[src/rtl/fetch_queue_unit.sv]
// Instruction-fetch front end: owns the fetch PC, issues 1-cycle-latency imem
// reads, buffers {inst, pc} in a small FWFT queue, and handles redirect and halt.
module fetch_queue_unit #(
  parameter int ADDR_W = 9,
  parameter int DATA_W = 32,
  parameter int DEPTH  = 4
) (
  input  logic              clk,
  input  logic              reset,
  output logic              imem_en,
  output logic [ADDR_W-1:0] imem_addr,
  input  logic [DATA_W-1:0] imem_rdata,
  input  logic              redirect_valid,
  input  logic [ADDR_W-1:0] redirect_pc,
  output logic              inst_valid,
  output logic [DATA_W-1:0] inst,
  output logic [ADDR_W-1:0] inst_pc,
  input  logic              inst_ready,
  output logic              halted
);
  localparam int PW = $clog2(DEPTH);
  localparam int CW = PW + 1;

  logic [ADDR_W-1:0] fetch_pc, inflight_pc;
  logic              inflight, kill, halted_q;
  logic [CW-1:0]     count;
  logic [PW-1:0]     rd_ptr, wr_ptr;
  logic [DATA_W-1:0] q_inst [DEPTH];
  logic [ADDR_W-1:0] q_pc   [DEPTH];

  logic issue, push, pop, is_halt;
  logic [CW:0] occupancy;

  // Counting the in-flight read against capacity guarantees every response has a slot.
  assign occupancy = {1'b0, count} + {{CW{1'b0}}, inflight};
  assign issue     = reset & ~halted_q & ~redirect_valid & (occupancy < (CW+1)'(DEPTH));
  assign push      = inflight & ~kill & ~redirect_valid;
  assign pop       = inst_valid & inst_ready;
  assign is_halt   = (imem_rdata[DATA_W-1 -: 6] == 6'd31);

  assign imem_en    = issue;
  assign imem_addr  = fetch_pc;
  assign inst_valid = (count != '0);
  assign inst       = inst_valid ? q_inst[rd_ptr] : '0;
  assign inst_pc    = inst_valid ? q_pc[rd_ptr]   : '0;
  assign halted     = halted_q;

  always_ff @(posedge clk or negedge reset) begin
    if (!reset) begin
      fetch_pc    <= '0;
      inflight_pc <= '0;
      inflight    <= 1'b0;
      kill        <= 1'b0;
      halted_q    <= 1'b0;
      count       <= '0;
      rd_ptr      <= '0;
      wr_ptr      <= '0;
    end else begin
      inflight <= issue;
      // Drops the response that lands the cycle after a halt push or a redirect.
      kill     <= redirect_valid | (push & is_halt);
      if (issue) begin
        fetch_pc    <= fetch_pc + 1'b1;
        inflight_pc <= fetch_pc;
      end
      if (redirect_valid) begin
        fetch_pc <= redirect_pc;
        halted_q <= 1'b0;
        count    <= '0;
        rd_ptr   <= '0;
        wr_ptr   <= '0;
      end else begin
        if (push) begin
          wr_ptr <= wr_ptr + 1'b1;
          if (is_halt) halted_q <= 1'b1;
        end
        if (pop) rd_ptr <= rd_ptr + 1'b1;
        count <= count + CW'(push) - CW'(pop);
      end
    end
  end

  always_ff @(posedge clk) begin
    if (push) begin
      q_inst[wr_ptr] <= imem_rdata;
      q_pc[wr_ptr]   <= inflight_pc;
    end
  end

  a_no_overflow: assert property (@(posedge clk) disable iff (!reset)
    !(push && !pop && count == CW'(DEPTH)));

endmodule

[config.mk]
export PLATFORM = sky130hd
export DESIGN_NAME = fetch_queue_unit
export DESIGN_NICKNAME = d
export VERILOG_FILES = /design/src/rtl/fetch_queue_unit.sv
export SDC_FILE = /design/constraint.sdc
export NUM_CORES = 1
export LEC_CHECK = 0
export ABC_AREA = 1
export CAP_MARGIN = 20
export CELL_PAD_IN_SITES_DETAIL_PLACEMENT = 0
export CELL_PAD_IN_SITES_GLOBAL_PLACEMENT = 2
export CORE_ASPECT_RATIO = 0.9
export CORE_MARGIN = 10
export CORE_UTILIZATION = 40
export DETAILED_ROUTE_END_ITERATION = 7
export PLACE_DENSITY_LB_ADDON = 0.1
export SYNTH_ARGS = -nofsm -noshare
export SYNTH_HDL_FRONTEND = slang
export SYNTH_SLANG_ARGS = --single-unit
[constraint.sdc]
create_clock -name clk -period 6.25 [get_ports clk]
set_input_delay 1.25 -clock clk [delete_from_list [all_inputs] [get_ports clk]]
set_output_delay 1.25 -clock clk [all_outputs]
set_load 0.01 [all_outputs]
==> impl_metrics.json, run 1 <==
{
  "worst-r2r-setup-slack_ps": 3670,
  "gr-usage-met3": 0.0415,
  "synth_compound_area_frac": 0.0900,
  "fill_cells": 1695,
  "worst_pin_slew_ps": 980,
  "drive_above_1_share": 0.0651,
  "crit_buf_inv": 3,
  "dpl-instance-area_mm2": 0.00903,
  "grt_max_degree": 84,
  "antenna_found_initial": 0,
  "vias_per_cell": 4.89,
  "totalWireLength_um": 18000,
  "synthCells": 684,
  "synth_top_area_frac": 0.626,
  "avgSynthCellArea_um2": 11.5,
  "initial_core_util": 0.408,
  "worstSetupStartpointType": "input port",
  "outcome": "finished, final reports clean",
  "synthAdderAreaFrac": 0.0153,
  "cts_num_sinks": 192,
  "cpLargestDelayFamily": "buffers and inverters",
  "finalSetupTns_ps": 0,
  "cap_viol_max_count": 0,
  "ir_drop_v": 0.000204,
  "use_met2": 0.222,
  "maxSlewHeadroom": 0.347,
  "synth_top_family_by_area": "simple AND/OR/NAND/NOR gates",
  "rows": 48,
  "critPathMaxStageDelay_ps": 650,
  "die_x_um": 168,
  "dp_hpwl_um": 10700,
  "core_area_mm2": 0.0193,
  "grt-ovfl-total": 0,
  "cts_hold_buf": 0,
  "hold_viol_final": 0,
  "yosysTopAreaCell": "edfxtp_1",
  "postLayoutCellArea_mm2": 0.00962,
  "gp_congestion": 0.745,
  "min_path_type": "register to register",
  "post_cts_buffers": 0,
  "ff_latch_area_mm2": 0.00563,
  "synth.top_cells.by_count": "179 x nor2_1, 164 x edfxtp_1, 75 x o21ai_0",
  "multi_input_area_mm2": 0.00195,
  "setup_violations": 0,
  "ys.flop_type": "edfxtp_1",
  "ys_warn_count": 0,
  "antennaDiodeCount": 0,
  "crit_chain": "clkdlybuf4s50_1 -> buf_4 -> nand2_1 -> nor2_1 -> nand2_1 -> nor2_2 -> clkdlybuf4s50_1",
  "synthesis.nets": 738,
  "fmax_mhz": 216,
  "cp_max_fo": 30,
  "drtPass1Iterations": 4,
  "clockBufferDepth": 2,
  "grt_usage": 0.139,
  "root_buffer": "clkbuf_16",
  "crit_type": "input port to output port",
  "synth_edf_count": 164,
  "synth_most_common_cell": "nor2_1",
  "post-route-period-util": 0.741,
  "rsz0062_at_grt": "false",
  "die_h_um": 153,
  "ys_ff_latch": 192,
  "use_met1": 0.181,
  "syn_area_mm2": 0.00787,
  "nNetsFinal": 825,
  "clock_skew_ps": 7.12,
  "utilization": 0.499,
  "syn_to_final_growth_pct": 22.2,
  "worstPathArrival_ps": 3380,
  "fin_crit_ps": 4630,
  "leakage_uw": 0.00344,
  "postRouteAntennaNets": 0,
  "synth_xor_area_frac": 0.00111,
  "grt_pass1_vias": 5173,
  "clkTransAtPathRegs_ps": 70,
  "cp.required_ps": 5000,
  "numPortBuffers": 97,
  "worst_skew_pair.late_latency_ps": 420,
  "wl_per_cell_um": 17.4,
  "tritoncts": "done",
  "drc_errors": 0,
  "die_area_mm2": 0.0257,
  "grt.busiest_layer": "met2",
  "num_io_pins": 98,
  "synth_cell_types": 24,
  "drt-initial-drc-count": 284,
  "cts_htree_levels": 4,
  "numCtsBuffers": 17,
  "crit_path_end_kind": "output port",
  "async_flop_share": 0.146,
  "cts_resized": 0,
  "yosys.area_share.simple": 0.138,
  "power_density_mw_per_mm2": 398,
  "grt_first_pass_wirelength_um": 28300,
  "ys_top_cells_by_area": "edfxtp_1 63%, dfrtp_1 8.9%, nor2_1 8.5%",
  "synth.area.mux_share": 0,
  "crit_slowest_cell": "clkdlybuf4s50_1",
  "vias": 5055,
  "slew_viol_final": 0,
  "yosysSeqAreaShare": 0.715
}
layer usage:
| metal | vias to the layer above | wire length (µm) |
|---|---|---|
| met5 | - | 0 |
| met4 | 0 | 104 |
| met3 | 6 | 1170 |
| met2 | 123 | 8370 |
| met1 | 2390 | 8360 |
| li1 | 2536 | - |
worst reg2reg max path, delay by kind of cell, from the launching register on:
family	cells	cell delay [ps]
and+or+nand+nor	3	1340
DFF	1	410
buffers and inverters	2	510
sequential cells by signal (all words and copies together) (netlist names):
| register | flops |
|---|---|
| count | 3 |
| imem_addr | 9 |
| wr_ptr | 2 |
| kill | 1 |
| inflight_pc | 9 |
| inflight | 1 |
| q_inst | 128 |
| halted | 1 |
| rd_ptr | 2 |
| q_pc | 36 |
stage by stage:
stage | std cells | hold WS (ps) | total power [µW] | worst slack [ps]
floorplan | 684 | 476 | 2200 | 2490
detailed placement | 1002 | 507 | 2810 | 1580
global placement | 1002 | 494 | 2800 | 1590
global route | 1034 | 550 | 4050 | 1340
finish | 1034 | 516 | 3830 | 1620
CTS | 1034 | 524 | 3880 | 1570
report_power, final:
part | internal, µW | leakage, µW | total [µW] | switching, µW
Combinational | 522 | 0.00132 | 1170 | 653
Clock | 569 | 0.000284 | 1070 | 502
Sequential | 1490 | 0.00183 | 1580 | 90.1
cell usage in the layout, fill, tap and decap left out, drive strengths merged:
| cell | instances |
|---|---|
| a21oi | 45 |
| nand2 | 64 |
| nand3 | 29 |
| clkinvlp | 2 |
| xor2 | 1 |
| o21ai | 95 |
| bufinv | 1 |
| inv | 36 |
| ha | 8 |
| clkinv | 4 |
| clkdlybuf4s50 | 97 |
| edfxtp | 164 |
| nor2 | 180 |
| nand4 | 2 |
| o21a | 1 |
| fa | 1 |
| dfrtp | 28 |
| buf | 8 |
| nor3 | 1 |
| clkbuf | 17 |
cells by family after synthesis:
group,after synthesis
flops,192
xor+xnor,1
buf+inv,65
simple gates,276
compound gates,141
fa+ha+maj,9
final timing paths:
| check | from | endpoint | cells after the start |
|---|---|---|---|
| worst max-delay path | reset | imem_en | 7 |
| worst min-delay path | inflight_pc[2] | q_pc[3][2] | 0 |
| worst max register to register | inflight | q_inst[0][9] | 5 |
| worst min register to register | inflight_pc[2] | q_pc[3][2] | 0 |
| max in group asynchronous | reset | rd_ptr[0] | 2 |
| min in group asynchronous | reset | imem_addr[7] | 2 |
cell type report:
class	instances	share of cell area
multi-input cells	427	0.203
clock inverters	15	0.0168
well taps	250	0.0325
clock buffers	17	0.0442
flip-flops and latches	192	0.585
inverters	28	0.0109
repair buffers	105	0.107
Note: power is estimated with default switching activity, not from simulation.
==> inputs of run 2 (changes only) <==
- CORE_UTILIZATION: 40 -> 37
- clock period: 6.25 -> 4.8 ns (I/O delays scaled with it)
==> run 2 against run 1 <==
Final cell count up 4.1%. Sequential power grew 30%. Utilization decreased by 3.2 points. Non-clock buffer count rose by 6. Global-route usage shrank 0.052 points. Routed wire length is 4.1% higher. Clock skew barely moved. Clock power is 35% higher. First-iteration DRC count shrank 25%. Hold slack better by 8.3 ps.
==> impl_metrics.json, run 2 (synthesis gave the netlist of run 1 again) <==
{
  "cts_resized": 0,
  "setup_ws_ps": 521,
  "drt-initial-drc-count": 213,
  "fmax_mhz": 234,
  "slew_viol_final": 0,
  "mostFrequentLayoutCell": "nor2_1",
  "clockBufferDepth": 2,
  "finalNonFillerCells": 1076,
  "cp.required_ps": 3840,
  "numCtsBuffers": 17,
  "core_area_mm2": 0.0208,
  "worstSetupStartpointType": "register",
  "root_buffer": "clkbuf_16",
  "postRouteAntennaNets": 0,
  "grt_usage": 0.139,
  "numPortBuffers": 97,
  "largest_registers": "q_inst: 128 flops, q_pc: 36 flops",
  "mostFrequentLayoutCells": "175 x nor2_1, 164 x edfxtp_1, 97 x clkdlybuf4s50_1, 75 x o21ai_0, 64 x nand2_1",
  "nNetsFinal": 831,
  "grt_first_pass_wirelength_um": 29500,
  "min_path_type": "register to register",
  "finalSetupTns_ps": 0,
  "cap_viol_max_count": 0,
  "leakage_uw": 0.00347,
  "wl_per_cell_um": 17.4,
  "drc_errors": 0,
  "worst_pin_slew_ps": 1030,
  "post_cts_buffers": 0,
  "antennaDiodeCount": 0,
  "fin_crit_ps": 4280,
  "die_h_um": 158,
  "hold_viol_final": 0,
  "grt_pass1_vias": 5151,
  "post-route-period-util": 0.892,
  "rsz0062_at_grt": "false",
  "die_x_um": 174,
  "ir_drop_v": 0.000259,
  "clock_skew_ps": 7.01,
  "initial_core_util": 0.378,
  "vias": 5133,
  "clkTransAtPathRegs_ps": 70,
  "crit_chain": "inv_2 -> nor2_1 -> o21ai_0 -> a21oi_1 -> clkdlybuf4s50_1",
  "num_io_pins": 98,
  "vias_per_cell": 4.77,
  "setup_violations": 0,
  "power_density_mw_per_mm2": 520,
  "critPathMaxStageDelay_ps": 1050,
  "worst_skew_pair.late_latency_ps": 430,
  "worstPathArrival_ps": 3320,
  "crit_type": "register to output port",
  "largest_reg_flops": 128,
  "crit_path_end_kind": "output port",
  "tritoncts": "done",
  "maxSlewHeadroom": 0.316,
  "syn_to_final_growth_pct": 23.5,
  "p_total_uw": 5050,
  "gp_congestion": 0.781,
  "dp_cells": 1044,
  "holdWs_ps": 524,
  "drive_above_1_share": 0.0722,
  "cp_max_fo": 43,
  "place_ws_ps": 899,
  "drtPass1Iterations": 7,
  "antenna_found_initial": 0,
  "outcome": "finished, final reports clean",
  "cts_htree_levels": 4,
  "rows": 50,
  "totalWireLength_um": 18700,
  "cts_num_sinks": 192,
  "cts_hold_buf": 0,
  "crit_slowest_cell": "dfrtp_2",
  "grt-ovfl-total": 0,
  "top_register": "q_inst",
  "dp_hpwl_um": 11300,
  "die_area_mm2": 0.0275,
  "grt_max_degree": 84
}
[run 2: cell types whose count changed in the layout (fill, tap and decap cells not counted)]
cell	before	now
buf_4	8	14
inv_8	3	2
clkinv_4	1	4
bufinv_16	1	2
inv_6	6	3
[run 2: path summary, 6_finish.rpt]
check                               start  depth (start not counted)      endpoint  slack (ps)
hold / removal             inflight_pc[5]                          0    q_pc[1][5]         520
min in group asynchronous           reset                          2  imem_addr[3]        1020
hold reg to reg            inflight_pc[5]                          0    q_pc[1][5]         520
setup / recovery                rd_ptr[1]                          5    inst_pc[8]         520
setup reg to reg                 inflight                         10      count[2]        2390
max in group asynchronous           reset                          2     rd_ptr[0]        3470
[run 2: layer usage]
metal  vias up  wire length [µm]  track usage
met5         -                 0            0
met2        92              8590        0.219
li1       2546                 -            -
met1      2482              9150        0.183
met3        13               823       0.0374
met4         0               174       0.0431
[run 2: metrics by stage]
| step | area (µm²) | util |
|---|---|---|
| CTS | 9730 | 0.467 |
| floorplan | 7870 | - |
| detailed placement | 9120 | 0.438 |
| global route | 9730 | 0.467 |
| finish | 9730 | 0.467 |
| global placement | 9120 | 0.438 |
[run 2: cell type report]
type,instances,area (µm²)
Fill cell,1905,11100
Sequential cell,192,5630
Multi-Input combinational cell,427,1950
Timing Repair Buffer,111,1080
Clock buffer,17,425
Tap cell,286,358
Clock inverter,15,180
Inverter,28,105
[run 2: power by group]
part / switching, µW / total [µW] / internal (µW)
logic: 867 / 1560 / 694
registers: 118 / 2060 / 1940
clock network: 650 / 1440 / 786
total: 1630 / 5050 / 3420
[run 2: critical path: cells and delay by family, from the launching register on]
family / cells / cell delay (ps)
compound gates: 2 / 360
buf+inv: 2 / 1250
flops: 1 / 1050
simple gates: 1 / 210
==> inputs of run 3 (changes only) <==
- CTS_CLUSTER_SIZE: unset -> 16
- GPL_TIMING_DRIVEN: unset -> 1
==> results of run 3 <==
No change in the layout: final DEF, timing and power equal those of run 2.
